File: config.mk
export PLATFORM = sky130hd
export DESIGN_NAME = pipe_controller
export DESIGN_NICKNAME = d
export VERILOG_FILES = /design/src/rtl/pipe_controller.sv
export SDC_FILE = /design/constraint.sdc
export NUM_CORES = 1
export LEC_CHECK = 0
export BUFFER_PORTS_ARGS = -buffer_cell sky130_fd_sc_hd__buf_2
export CELL_PAD_IN_SITES_DETAIL_PLACEMENT = 1
export CELL_PAD_IN_SITES_GLOBAL_PLACEMENT = 1
export CORE_MARGIN = 2
export CORE_UTILIZATION = 45
export CTS_BUF_LIST = sky130_fd_sc_hd__clkbuf_8
export DETAILED_ROUTE_END_ITERATION = 10
export PLACE_DENSITY = 0.83
export SLEW_MARGIN = 20
export SYNTH_ARGS = -nofsm -noshare
export SYNTH_HDL_FRONTEND = slang
export SYNTH_SLANG_ARGS = --single-unit
File: constraint.sdc
create_clock -name VGA_clk -period 7.9 [get_ports VGA_clk]
set_input_delay 0.395 -clock VGA_clk [delete_from_list [all_inputs] [get_ports VGA_clk]]
set_output_delay 0.395 -clock VGA_clk [all_outputs]
set_load 0.05 [all_outputs]
File: src/rtl/pipe_controller.sv
// Scrolling pipe obstacle controller: four pipes move left on each game tick,
// wrap to the right with a fresh LFSR gap height, and score when the bird clears one.
module pipe_controller #(
  parameter int          SCALE        = 32'sd2,
  parameter int          PIPE_SPACING = 32'sd200,
  parameter int          SPEED        = 32'sd2,
  parameter int          Y_MIN        = 32'sd150,
  parameter logic [15:0] LFSR_SEED    = 16'hACE1
) (
  input  logic               VGA_clk,
  input  logic               rst,
  input  logic               tick,
  input  logic [3:0]         game_state,
  input  logic signed [31:0] birdX,
  output logic signed [31:0] pipeX_1,
  output logic signed [31:0] pipeX_2,
  output logic signed [31:0] pipeX_3,
  output logic signed [31:0] pipeX_4,
  output logic signed [31:0] pipeY_1,
  output logic signed [31:0] pipeY_2,
  output logic signed [31:0] pipeY_3,
  output logic signed [31:0] pipeY_4,
  output logic [7:0]         score,
  output logic               pass_pulse
);

  localparam int PIPE_W = 32'sd26 * SCALE;
  localparam int X0     = 32'sd640;
  localparam int WRAP   = 32'sd4 * PIPE_SPACING;

  typedef enum logic [1:0] {
    ST_INIT   = 2'd0,
    ST_RUN    = 2'd1,
    ST_FROZEN = 2'd2
  } state_t;

  // Fibonacci step, taps 16,14,13,11 expressed on the right-shifting register
  function automatic logic [15:0] lfsr_step(input logic [15:0] v);
    logic fb;
    fb = v[0] ^ v[2] ^ v[3] ^ v[5];
    return {fb, v[15:1]};
  endfunction

  state_t             state_r, state_nx_s;
  logic [15:0]        lfsr_r;
  logic signed [31:0] px_r [4];
  logic signed [31:0] py_r [4];
  logic signed [31:0] px_nx_s [4];
  logic signed [31:0] py_nx_s [4];
  logic signed [31:0] px_dec_s [4];
  logic signed [31:0] y_new_s;
  logic [7:0]         score_r, score_nx_s;
  logic               pulse_r, pulse_nx_s;
  logic               any_pass_s;

  assign y_new_s = 32'(Y_MIN) + {25'd0, lfsr_r[6:0]};

  // Next FSM state from the one-hot game state; unknown encodings hold
  always_comb begin
    state_nx_s = state_r;
    case (game_state)
      4'b0001:          state_nx_s = ST_INIT;
      4'b0010:          state_nx_s = ST_RUN;
      4'b0100, 4'b1000: state_nx_s = ST_FROZEN;
      default:          state_nx_s = state_r;
    endcase
  end

  // Pipe motion, wrap, and scoring for the current FSM state
  always_comb begin
    any_pass_s = 1'b0;
    score_nx_s = score_r;
    pulse_nx_s = 1'b0;
    for (int k = 32'sd0; k < 32'sd4; k++) begin
      px_dec_s[k] = px_r[k] - SPEED;
      px_nx_s[k]  = px_r[k];
      py_nx_s[k]  = py_r[k];
    end
    case (state_r)
      ST_INIT: begin
        for (int k = 32'sd0; k < 32'sd4; k++) begin
          px_nx_s[k] = X0 + k * PIPE_SPACING;
          py_nx_s[k] = y_new_s;
        end
        score_nx_s = 8'd0;
      end
      ST_RUN: begin
        if (tick) begin
          for (int k = 32'sd0; k < 32'sd4; k++) begin
            // pass test uses the pre-wrap decremented position
            if ((px_r[k] + PIPE_W >= birdX) && (px_dec_s[k] + PIPE_W < birdX)) begin
              any_pass_s = 1'b1;
            end else begin
              any_pass_s = any_pass_s;
            end
            if (px_dec_s[k] < -PIPE_W) begin
              px_nx_s[k] = px_dec_s[k] + WRAP;
              py_nx_s[k] = y_new_s;
            end else begin
              px_nx_s[k] = px_dec_s[k];
            end
          end
          if (any_pass_s && (score_r != 8'd255)) begin
            score_nx_s = score_r + 8'd1;
            pulse_nx_s = 1'b1;
          end else begin
            score_nx_s = score_r;
          end
        end else begin
          score_nx_s = score_r;
        end
      end
      ST_FROZEN: score_nx_s = score_r;
      default:   score_nx_s = score_r;
    endcase
  end

  // State, LFSR and output registers
  always_ff @(posedge VGA_clk or negedge rst) begin
    if (!rst) begin
      state_r <= ST_INIT;
      lfsr_r  <= LFSR_SEED;
      for (int k = 32'sd0; k < 32'sd4; k++) begin
        px_r[k] <= X0 + k * PIPE_SPACING;
        py_r[k] <= 32'(Y_MIN) + {25'd0, LFSR_SEED[6:0]};
      end
      score_r <= 8'd0;
      pulse_r <= 1'b0;
    end else begin
      state_r <= state_nx_s;
      lfsr_r  <= lfsr_step(lfsr_r);
      for (int k = 32'sd0; k < 32'sd4; k++) begin
        px_r[k] <= px_nx_s[k];
        py_r[k] <= py_nx_s[k];
      end
      score_r <= score_nx_s;
      pulse_r <= pulse_nx_s;
    end
  end

  assign pipeX_1    = px_r[0];
  assign pipeX_2    = px_r[1];
  assign pipeX_3    = px_r[2];
  assign pipeX_4    = px_r[3];
  assign pipeY_1    = py_r[0];
  assign pipeY_2    = py_r[1];
  assign pipeY_3    = py_r[2];
  assign pipeY_4    = py_r[3];
  assign score      = score_r;
  assign pass_pulse = pulse_r;

endmodule

==> reports/qor.csv, run 1 <==
stage,metric,value,unit
clock_tree,htree_levels,4,
die,io_pins,304,
drt,viasPerCell,6.22,
placement,port_buffers,207,
timing,hold_slack,0.0882,ns
run_status,status,"finished, final reports clean",
die,fp.dieH,236,um
yosys,syn_inst,3141,
global_routing,grt.total_usage,0.334,
clock_tree,clock_sinks,187,
setup_path,critical_path.startpoint_type,flop,
setup_path,path_class,flop to flop,
die,initial_core_util,0.453,
drt,drtIter0Drc,1808,
timing,finalMaxSlewViolations,0,
worst_hold_path,hold_path.class,input port to flop,
global_routing,grt_pass1_wl,148000,um
cells_and_area,nets,3555,
die,dieArea,0.0557,mm^2
setup_path,path_cells,"inv_1, ha_1, a21boi_1, nand3_1, xor2_1, or3_1, or3_1, or4_1, nor3_1, buf_4, mux2i_1, a22oi_1, xnor2_1, ha_1, o21ai_0, o21ai_0, a2111oi_2, or4b_2, a2111oi_1, a31o_2, a211o_2, and3_2, nand2_1, a311o_1",
yosys,async_flop_share,1.00,
pwr,power_density,203,mW/mm^2
setup_path,crit_slowest_cell,dfstp_2,
cells_and_area,area_delta_synth_final,7.16,%
drt,vias,24600,
timing,period_minus_slack,7.33,ns
timing,worst_pin_slew,1.08,ns
yosys,ys_seq_area_frac,0.196,
die,dieWidth,236,um
global_routing,grt_pass1_vias,25500,
setup_path,worstSetupStartpoint,pipeX_4[3]$_DFFE_PN1P_,
setup_path,rr_startpoint,pipeX_4[3]$_DFFE_PN1P_,
timing,fin_crit_sh,0.928,
clock_tree,clock-root-buffer,clkbuf_8,
clock_tree,clk_pin_slew,0.12,ns
timing,tns,0,ns
clock_tree,post_cts_buffers,0,
yosys,synth_common_cells,"nand2_1, ha_1, xnor2_1",
setup_path,max_stage_delay,0.66,ns
job,cap_violations,0,
yosys,synth.most_common_cell,nand2_1,
pwr,p_leak,11.1,nW
placement,dpl_cell_area,0.0255,mm^2
yosys,ys_ff_latch,187,
setup_path,critPathMaxFanout,10,
yosys,netlist_area,0.0242,mm^2
timing,grt_setup_unrepaired,false,
drt,first_pass_iters,5,
timing,skew,0.0421,ns
yosys,avgSynthCellArea,7.71,um^2
timing,report.final.setup_viol,0,
yosys,yosys.cell_types.count,98,
setup_path,reg2reg_setup_slack,0.57,ns
setup_path,arrival,7.81,ns
clock_tree,numCtsBuffers,17,
die,num_rows,85,
cells_and_area,drive_above_1_share,0.124,
die,coreArea,0.0535,mm^2
setup_path,endpoint_kind,flop,
clock_tree,clk_latency,0.62,ns
setup_path,r2r_end,score[7]$_DFFE_PN0P_,
yosys,synthFlopType,dfrtp_1,
timing,maxSlewHeadroom,0.276,
timing,final-hold-violation-count,0,
drt,post_drt_wl_per_cell,23.8,um
yosys,yosysWarnings,0,
drt,drtAntennaViolNets,0,
placement,dp_hpwl,72700,um
setup_path,critical_path_required,8.38,ns
cells_and_area,final_core_utilization,0.485,
global_routing,grt-ovfl-total,0,
pwr,vdd_drop_max,0.262,mV
setup_path,ff2ff_path_depth,24,
setup_path,crit_path_end,score[7]$_DFFE_PN0P_,
clock_tree,cts_tree,yes,
drt,routed_wirelength,93800,um
yosys,synth-edff-count,0,
drt,drcViolationCount,0,
global_routing,grt_max_degree,73,
global_routing,antenna_found_initial,1,
clock_tree,clockBufferDepth,2,
placement,gp_congestion,0.957,
yosys,yosys.area.top_type,ha_1,
timing,fmax,0.136,GHz
yosys,synth_top_area_share,0.144,
cells_and_area,finalInstanceArea,0.0260,mm^2
yosys,synth.area.top_cells,"ha_1, dfrtp_1, xnor2_1",
report_power, final:
group / internal, mW / total [mW] / switching [mW]
registers: 1.10 / 1.32 / 0.225
clock network: 0.303 / 0.784 / 0.481
logic: 1.02 / 3.16 / 2.14
total: 2.42 / 5.27 / 2.85
layout by cell type, fill, tap and decap left out, drive strengths merged, types with 10 or more instances in the layout:
cell type    n
nor2b       14
ha         278
nor2       240
buf        245
conb        96
nand3b      12
and3        35
xnor2      252
o21a        11
dfstp       49
a211o       18
o211ai      31
and2        23
o22ai       19
nor3       115
nor4        73
o31ai       14
a211oi      18
xor2       153
a21o        24
nand2b      16
or4b        12
and4        17
inv        108
or4         33
nand4       91
nand2      305
mux2i       14
nor3b       10
o2111ai     10
a21oi      166
clkbuf      18
nor4b       17
or2         19
or3         41
a21boi      13
a31oi       30
o21ai      213
dfrtp      138
nand3      128
what timing repair did:
action                                 4_1_cts  5_1_grt
setup endpoints to repair                    0        5
hold buffers                                 1        0
resized for setup                            0        7
endpoints found under the hold margin       42        0
flip-flops by register name, summed over array words and instances, names as in the netlist:
name,count
pipeX_1,31
pipeX_2,31
pipeX_3,31
pipeX_4,31
lfsr_r,16
pipeY_1,9
pipeY_2,9
pipeY_3,9
pipeY_4,9
score,8
state_r,2
pass_pulse,1
logic make-up (layout without fill, tap and decap cells):
logic type	after synthesis	in the layout	share of synthesized area
flip-flops	187	187	0.196
multiplexers	20	20	0.00857
other	1	97	0.000155
XOR/XNOR	405	405	0.147
buffers and inverters	368	383	0.0730
AO/OA/AOI/OAI	666	666	0.174
AND/OR/NAND/NOR	1215	1215	0.258
adder cells (fa/ha/maj)	279	279	0.144
metal layers:
| layer | track usage | vias to the layer above | routed length, um | part of all wire |
|---|---|---|---|---|
| met2 | 0.540 | 777 | 42400 | 0.45 |
| met1 | 0.441 | 12300 | 41600 | 0.44 |
| met5 | 0 | - | 0 | 0 |
| met4 | 0.139 | 0 | 3660 | 0.039 |
| met3 | 0.0582 | 167 | 6180 | 0.066 |
| li1 | - | 11400 | - | - |
stage by stage:
stage                     power, mW  setup slack [ns]  std cells
after floorplan                3.59             0.673       3236
after global placement         4.26             0.598       3914
after detailed placement       4.43             0.383       3914
after CTS                      5.23             0.236       3947
after global routing           5.61            0.0919       3948
final                          5.27             0.568       3948
how the worst min path moves through the flow:
stage	start	to	cells past startpoint	slack (ns)
3_3_place_gp	lfsr_r[9]$_DFF_PN0_	lfsr_r[8]$_DFF_PN0_	0	0.34
6_report	game_state[1]	state_r[0]$_DFFE_PN0P_	3	0.09
3_5_place_dp	lfsr_r[8]$_DFF_PN0_	lfsr_r[7]$_DFF_PN1_	0	0.34
2_1_floorplan	rst	lfsr_r[12]$_DFF_PN0_	0	0.1
5_1_grt	game_state[1]	state_r[0]$_DFFE_PN0P_	3	0.08
4_1_cts	game_state[1]	state_r[0]$_DFFE_PN0P_	3	0.04
final cells by class:
type / instances / area [um^2]
tap: 696 / 871
antenna: 1 / 2.50
inverter: 104 / 390
timing repair buffer: 247 / 1350
sequential: 187 / 4740
clock inverter: 15 / 224
clock buffer: 17 / 234
fill: 6733 / 27500
multi-input combinational: 2681 / 18200
critical path: cells and delay by family, from the launching register on:
family	cells	cell delay, ns
DFF	1	0.66
AOI/OAI and AO/OA	9	2.43
and+or+nand+nor	8	2.78
xor gates and xnor gates	2	0.36
muxes	1	0.19
adders and majority gates	2	0.51
buffers and inverters	2	0.27
Note: power is estimated with default switching activity, not from simulation.
==> run 2: changes to the inputs <==
--- a/config.mk
+++ b/config.mk
@@ -5,7 +5,7 @@
 export SDC_FILE = /design/constraint.sdc
 export NUM_CORES = 1
 export LEC_CHECK = 0
-export BUFFER_PORTS_ARGS = -buffer_cell sky130_fd_sc_hd__buf_2
+export BUFFER_PORTS_ARGS = -buffer_cell sky130_fd_sc_hd__clkbuf_2
 export CELL_PAD_IN_SITES_DETAIL_PLACEMENT = 1
 export CELL_PAD_IN_SITES_GLOBAL_PLACEMENT = 1
 export CORE_MARGIN = 2
==> reports/qor.csv, run 2 (same netlist as run 1, synthesis figures left out) <==
stage,metric,value,unit,change
timing,period_minus_slack,7.50,ns,+0.165 ns
die,coreArea,0.0535,mm^2,unchanged
pwr,power_density,205,mW/mm^2,+0.86%
timing,fmax,0.133,GHz,-2.2%
clock_tree,clock-root-buffer,clkbuf_8,,
clock_tree,post_cts_buffers,0,,unchanged
placement,port_buffers,207,,unchanged
cells_and_area,drive_above_1_share,0.123,,-0.000771
worst_hold_path,hold_path.class,input port to flop,,
clock_tree,numCtsBuffers,17,,unchanged
cells_and_area,final_common_cell,nand2_1,,
setup_path,arrival,7.98,ns,+0.17 ns
timing,worst_pin_slew,1.05,ns,-0.0282 ns
job,cap_violations,0,,unchanged
die,initial_core_util,0.453,,unchanged
global_routing,grt.total_usage,0.336,,+0.00210
placement,gp_congestion,0.956,,about the same
setup_path,critical_path_required,8.39,ns,about the same
global_routing,grt_pass1_vias,25400,,-0.58%
die,dieArea,0.0557,mm^2,unchanged
clock_tree,clock_sinks,187,,unchanged
drt,drcViolationCount,0,,unchanged
setup_path,path_class,flop to flop,,
timing,maxSlewHeadroom,0.292,,+0.0157
timing,fin_crit_sh,0.949,,+0.0209
setup_path,critical_path.startpoint_type,flop,,
die,io_pins,304,,unchanged
clock_tree,clockBufferDepth,2,,unchanged
drt,vias,24800,,+0.83%
setup_path,critPathMaxFanout,10,,unchanged
placement,dp_hpwl,72600,um,-0.14%
clock_tree,cts_tree,yes,,
run_status,status,"finished, final reports clean",,
timing,skew,0.0414,ns,-0.000709 ns
setup_path,endpoint_kind,flop,,
pwr,p_leak,10.9,nW,-1.0%
die,fp.dieH,236,um,unchanged
pwr,finalPower,5.31,mW,+0.84%
cells_and_area,area_delta_synth_final,7.14,%,about the same
drt,drtAntennaViolNets,0,,unchanged
timing,final-hold-violation-count,0,,unchanged
drt,post_drt_wl_per_cell,24.0,um,+0.80%
pwr,vdd_drop_max,0.225,mV,-14%
timing,tns,0,ns,unchanged
clock_tree,clk_latency,0.63,ns,about the same
placement,dpl_cell_area,0.0254,mm^2,-0.12%
global_routing,antenna_found_initial,0,,-1
timing,report.final.setup_viol,0,,unchanged
global_routing,grt-ovfl-total,0,,unchanged
global_routing,grt_max_degree,75,,+2.7%
cells_and_area,nets,3551,,-0.11%
timing,finalMaxSlewViolations,0,,unchanged
clock_tree,htree_levels,4,,unchanged
cells_and_area,finalInstanceArea,0.0260,mm^2,about the same
drt,viasPerCell,6.28,,+0.93%
drt,first_pass_iters,5,,unchanged
cells_and_area,final_cell_mix,"nand2_1, ha_1, xnor2_1",,
drt,drtIter0Drc,1895,,+4.8%
die,dieWidth,236,um,unchanged
global_routing,grt_pass1_wl,148000,um,+0.22%
clock_tree,clk_pin_slew,0.12,ns,about the same
drt,routed_wirelength,94500,um,+0.70%
die,num_rows,85,,unchanged
## run 2: report_power, final
part	internal, mW	switching [mW]
Clock	0.276	0.501
Combinational	1.02	2.18
Sequential	1.10	0.230
Total	2.40	2.91
## run 2: through the flow
stage	std cells	utilization	worst slack [ns]	hold WS, ns
after CTS	3943	0.484	0.192	0.0150
after detailed placement	3910	0.475	0.266	0.345
after floorplan	3236	-	0.673	0.0994
final	3944	0.485	0.403	0.0522
after global placement	3910	0.475	0.501	0.338
after global routing	3943	0.485	-0.0140	0.0711
## run 2: worst max-delay path, stage by stage (launching register included)
cell and delay (ns):
dfstp_2 0.67, inv_1 0.11, ha_1 0.22, a21boi_2 0.43, nand3_1 0.16, xor2_1 0.18, or3_1 0.32, or3_1 0.42
or4_1 0.63, nor3_1 0.34, buf_4 0.19, xnor2_1 0.14, ha_1 0.28, a211oi_1 0.26, o21ai_0 0.19, a2111oi_2 0.48
or4b_2 0.66, a2111oi_1 0.41, a31o_2 0.17, a211o_1 0.32, and3_1 0.33, nand2_1 0.12, a311o_1 0.35
## run 2: layout make-up
class                           count  area, um^2
Clock inverter                     15         221
Clock buffer                       17         234
Sequential cell                   187        4740
Fill cell                        6714       27500
Multi-Input combinational cell   2681       18200
Antenna cell                        1        2.50
Tap cell                          696         871
Timing Repair Buffer              243        1320
Inverter                          104         390
## run 2: final timing paths
check,from,endpoint,slack (ns),cells after the start
max,pipeX_4[3]$_DFFE_PN1P_,score[7]$_DFFE_PN0P_,0.40,22
min,game_state[1],state_r[0]$_DFFE_PN0P_,0.05,3
max reg2reg,pipeX_4[3]$_DFFE_PN1P_,score[7]$_DFFE_PN0P_,0.40,22
min reg2reg,lfsr_r[11]$_DFF_PN1_,lfsr_r[10]$_DFF_PN1_,0.37,0
max in group asynchronous,rst,pipeX_4[20]$_DFFE_PN0P_,6.16,3
min in group asynchronous,rst,pipeX_3[15]$_DFFE_PN0P_,0.33,2
## run 2: what timing repair did
action                                 in CTS  in global routing
resized for setup                           0                  9
hold buffers                                1                  0
setup endpoints to repair                   0                  8
endpoints found under the hold margin      48                  0
## run 2: layer usage
layer | part of all wire | GRT usage
met5 | 0 | 0
met4 | 0.045 | 0.157
met3 | 0.065 | 0.0630
met2 | 0.45 | 0.526
met1 | 0.44 | 0.448
==> run 3: changes to the inputs <==
--- a/config.mk
+++ b/config.mk
@@ -8,7 +8,6 @@
 export BUFFER_PORTS_ARGS = -buffer_cell sky130_fd_sc_hd__clkbuf_2
 export CELL_PAD_IN_SITES_DETAIL_PLACEMENT = 1
 export CELL_PAD_IN_SITES_GLOBAL_PLACEMENT = 1
-export CORE_MARGIN = 2
 export CORE_UTILIZATION = 45
 export CTS_BUF_LIST = sky130_fd_sc_hd__clkbuf_8
 export DETAILED_ROUTE_END_ITERATION = 10
==> constraint.sdc (replaced) <==
create_clock -name VGA_clk -period 7.9 [get_ports VGA_clk]
set_input_delay 1.58 -clock VGA_clk [delete_from_list [all_inputs] [get_ports VGA_clk]]
set_output_delay 1.58 -clock VGA_clk [all_outputs]
set_load 0.05 [all_outputs]
==> reports/qor.csv, run 3 (same netlist as run 1, synthesis figures left out) <==
stage,metric,value,unit,change
die,fp.dieH,234,um,-0.85%
pwr,p_sw,2.91,mW,about the same
die,coreArea,0.0529,mm^2,-1.2%
run_status,status,finished with violations,,
die,dieArea,0.0548,mm^2,-1.7%
worst_hold_path,hold_path.class,flop to flop,,
timing,grt_setup_unrepaired,false,,
timing,fin_crit_sh,0.943,,-0.00643
cells_and_area,finalInstanceArea,0.0259,mm^2,about the same
setup_path,critical_path_required,8.40,ns,about the same
pwr,pwr-share-clk,0.145,,about the same
cells_and_area,instances_no_fill,3941,,-0.076%
die,io_pins,304,,unchanged
clock_tree,clock_sinks,187,,unchanged
setup_path,critPathMostFrequentCell,ha_1,,
setup_path,critical-path-top-delay-family,simple AND/OR/NAND/NOR gates,,
job,cap_violations,0,,unchanged
setup_path,critical_path.startpoint_type,flop,,
drt,viasPerCell,6.32,,+0.63%
timing,worst_pin_slew,1.05,ns,+0.000471 ns
clock_tree,clk_latency,0.64,ns,about the same
setup_path,max_stage_delay,0.68,ns,about the same
drt,vias,24900,,+0.56%
clock_tree,clockBufferDepth,2,,unchanged
cells_and_area,area_delta_synth_final,7.10,%,about the same
cells_and_area,nets,3556,,+0.14%
clock_tree,post_cts_buffers,0,,unchanged
drt,first_pass_iters,8,,+3
placement,dp_hpwl,73500,um,+1.3%
setup_path,critPathMaxFanout,10,,unchanged
clock_tree,clock-root-buffer,clkbuf_8,,
timing,skew,0.0371,ns,-0.00438 ns
setup_path,path_class,flop to flop,,
drt,post_drt_wl_per_cell,24.3,um,+1.3%
pwr,vdd_drop_max,0.251,mV,+11%
placement,dp_cells,3908,,-0.051%
pwr,p_seq_frac,0.251,,about the same
die,num_rows,84,,-1.2%
global_routing,grt_pass1_wl,148000,um,about the same
cells_and_area,drive_above_1_share,0.125,,+0.00135
cells_and_area,final_core_utilization,0.491,,+0.00559
pwr,sw_frac_of_total,0.551,,+0.00234
timing,maxSlewHeadroom,0.295,,+0.00288
placement,gp_congestion,0.955,,about the same
placement,dpl_cell_area,0.0255,mm^2,+0.19%
pwr,p_int,2.38,mW,-0.91%
timing,tns,0,ns,unchanged
clock_tree,cts_resized,0,,unchanged
clock_tree,numCtsBuffers,17,,unchanged
clock_tree,postCtsHoldBufs,0,,-1
timing,final-hold-violation-count,0,,unchanged
pwr,p_leak,11.0,nW,+0.14%
run_status,violations,design-rule violations,,
cells_and_area,final_cell_mix,"nand2_1, ha_1, xnor2_1",,
pwr,power_density,204,mW/mm^2,-0.36%
setup_path,cp_num_buf_inv,2,,unchanged
clock_tree,cts_tree,yes,,
clock_tree,clk_pin_slew,0.12,ns,about the same
placement,port_buffers,207,,unchanged
timing,finalMaxSlewViolations,0,,unchanged
timing,fmax,0.134,GHz,+0.68%
global_routing,grt.total_usage,0.348,,+0.0116
cells_and_area,final_common_cell,nand2_1,,
global_routing,antenna_found_initial,1,,+1
die,dieWidth,234,um,-0.85%
global_routing,grt_max_degree,101,,+35%
pwr,power_frac_comb,0.603,,about the same
timing,period_minus_slack,7.45,ns,-0.0508 ns
setup_path,arrival,7.95,ns,-0.03 ns
timing,report.final.setup_viol,0,,unchanged
drt,drtAntennaViolNets,0,,unchanged
setup_path,crit_slowest_cell,dfstp_2,,
global_routing,grt-ovfl-total,0,,unchanged
clock_tree,htree_levels,4,,unchanged
drt,routed_wirelength,95700,um,+1.3%
die,initial_core_util,0.458,,+0.00539
drt,drcViolationCount,8,,+8
global_routing,grt_pass1_vias,25500,,+0.43%
setup_path,endpoint_kind,flop,,
drt,drtIter0Drc,1812,,-4.4%
[run 3: cell count changes in the layout (fill, tap and decap cells not counted), sizes merged]
| cell | previous run | this run |
|---|---|---|
| buf | 35 | 41 |
| clkinv | 10 | 7 |
| bufinv | 1 | 0 |
| clkbuf | 224 | 225 |
| inv | 107 | 110 |
| dlygate4sd3 | 1 | 0 |
[run 3: power groups by stage]
| stage | Clock [mW] | Combinational, mW | Sequential (mW) |
|---|---|---|---|
| detailed placement | 0 | 3.13 | 1.33 |
| CTS | 0.775 | 3.15 | 1.32 |
| finish | 0.768 | 3.19 | 1.33 |
| floorplan | 0 | 2.04 | 1.55 |
| global route | 0.801 | 3.46 | 1.35 |
| global placement | 0 | 2.97 | 1.32 |
[run 3: worst reg2reg max path: stages (launching register included)]
cell and delay (ns):
dfstp_2 0.68, inv_1 0.12, ha_1 0.22, a21bo_2 0.26
nor2_2 0.27, nor2_1 0.15, inv_1 0.10, ha_1 0.27
a21oi_1 0.12, or3_1 0.39, or4_1 0.62, nor3_1 0.34
mux2i_1 0.22, a22oi_1 0.12, xnor2_1 0.17, ha_1 0.31
o21ai_0 0.08, o21ai_0 0.13, a2111oi_1 0.47, or4b_2 0.64
a2111oi_1 0.38, a31o_2 0.16, a211o_1 0.32, and3_1 0.33
nand2_1 0.10, a311o_1 0.35
[run 3: worst paths after layout]
kind | from | to | slack (ns) | cells after the start
worst min register to register | lfsr_r[9]$_DFF_PN0_ | lfsr_r[8]$_DFF_PN0_ | 0.37 | 0
worst max-delay path | pipeX_4[3]$_DFFE_PN1P_ | score[7]$_DFFE_PN0P_ | 0.45 | 25
worst min-delay path | lfsr_r[9]$_DFF_PN0_ | lfsr_r[8]$_DFF_PN0_ | 0.37 | 0
min in group asynchronous | rst | pipeX_3[12]$_DFFE_PN0P_ | 1.00 | 1
worst max register to register | pipeX_4[3]$_DFFE_PN1P_ | score[7]$_DFFE_PN0P_ | 0.45 | 25
max in group asynchronous | rst | pipeX_4[23]$_DFFE_PN0P_ | 5.46 | 2
[run 3: final cells by class]
type / count / area (um^2)
inverters: 104 / 390
flip-flops and latches: 187 / 4740
clock buffers: 18 / 248
repair buffers: 248 / 1350
diodes: 1 / 2.50
fillers: 6623 / 26900
well taps: 688 / 861
multi-input cells: 2681 / 18200
clock inverters: 14 / 186
[run 3: metal layers]
layer / GRT usage / part of all wire
met1: 0.448 / 0.43
met4: 0.150 / 0.039
met3: 0.0651 / 0.071
met2: 0.566 / 0.46
met5: 0 / 0
[run 3: metrics by stage]
stage | setup slack (ns) | total power [mW] | hold WS, ns
floorplan | 0.673 | 3.59 | 0.331
global placement | 0.530 | 4.29 | 0.343
CTS | 0.255 | 5.24 | 0.367
finish | 0.454 | 5.29 | 0.366
global route | 0.0386 | 5.61 | 0.373
detailed placement | 0.310 | 4.46 | 0.337
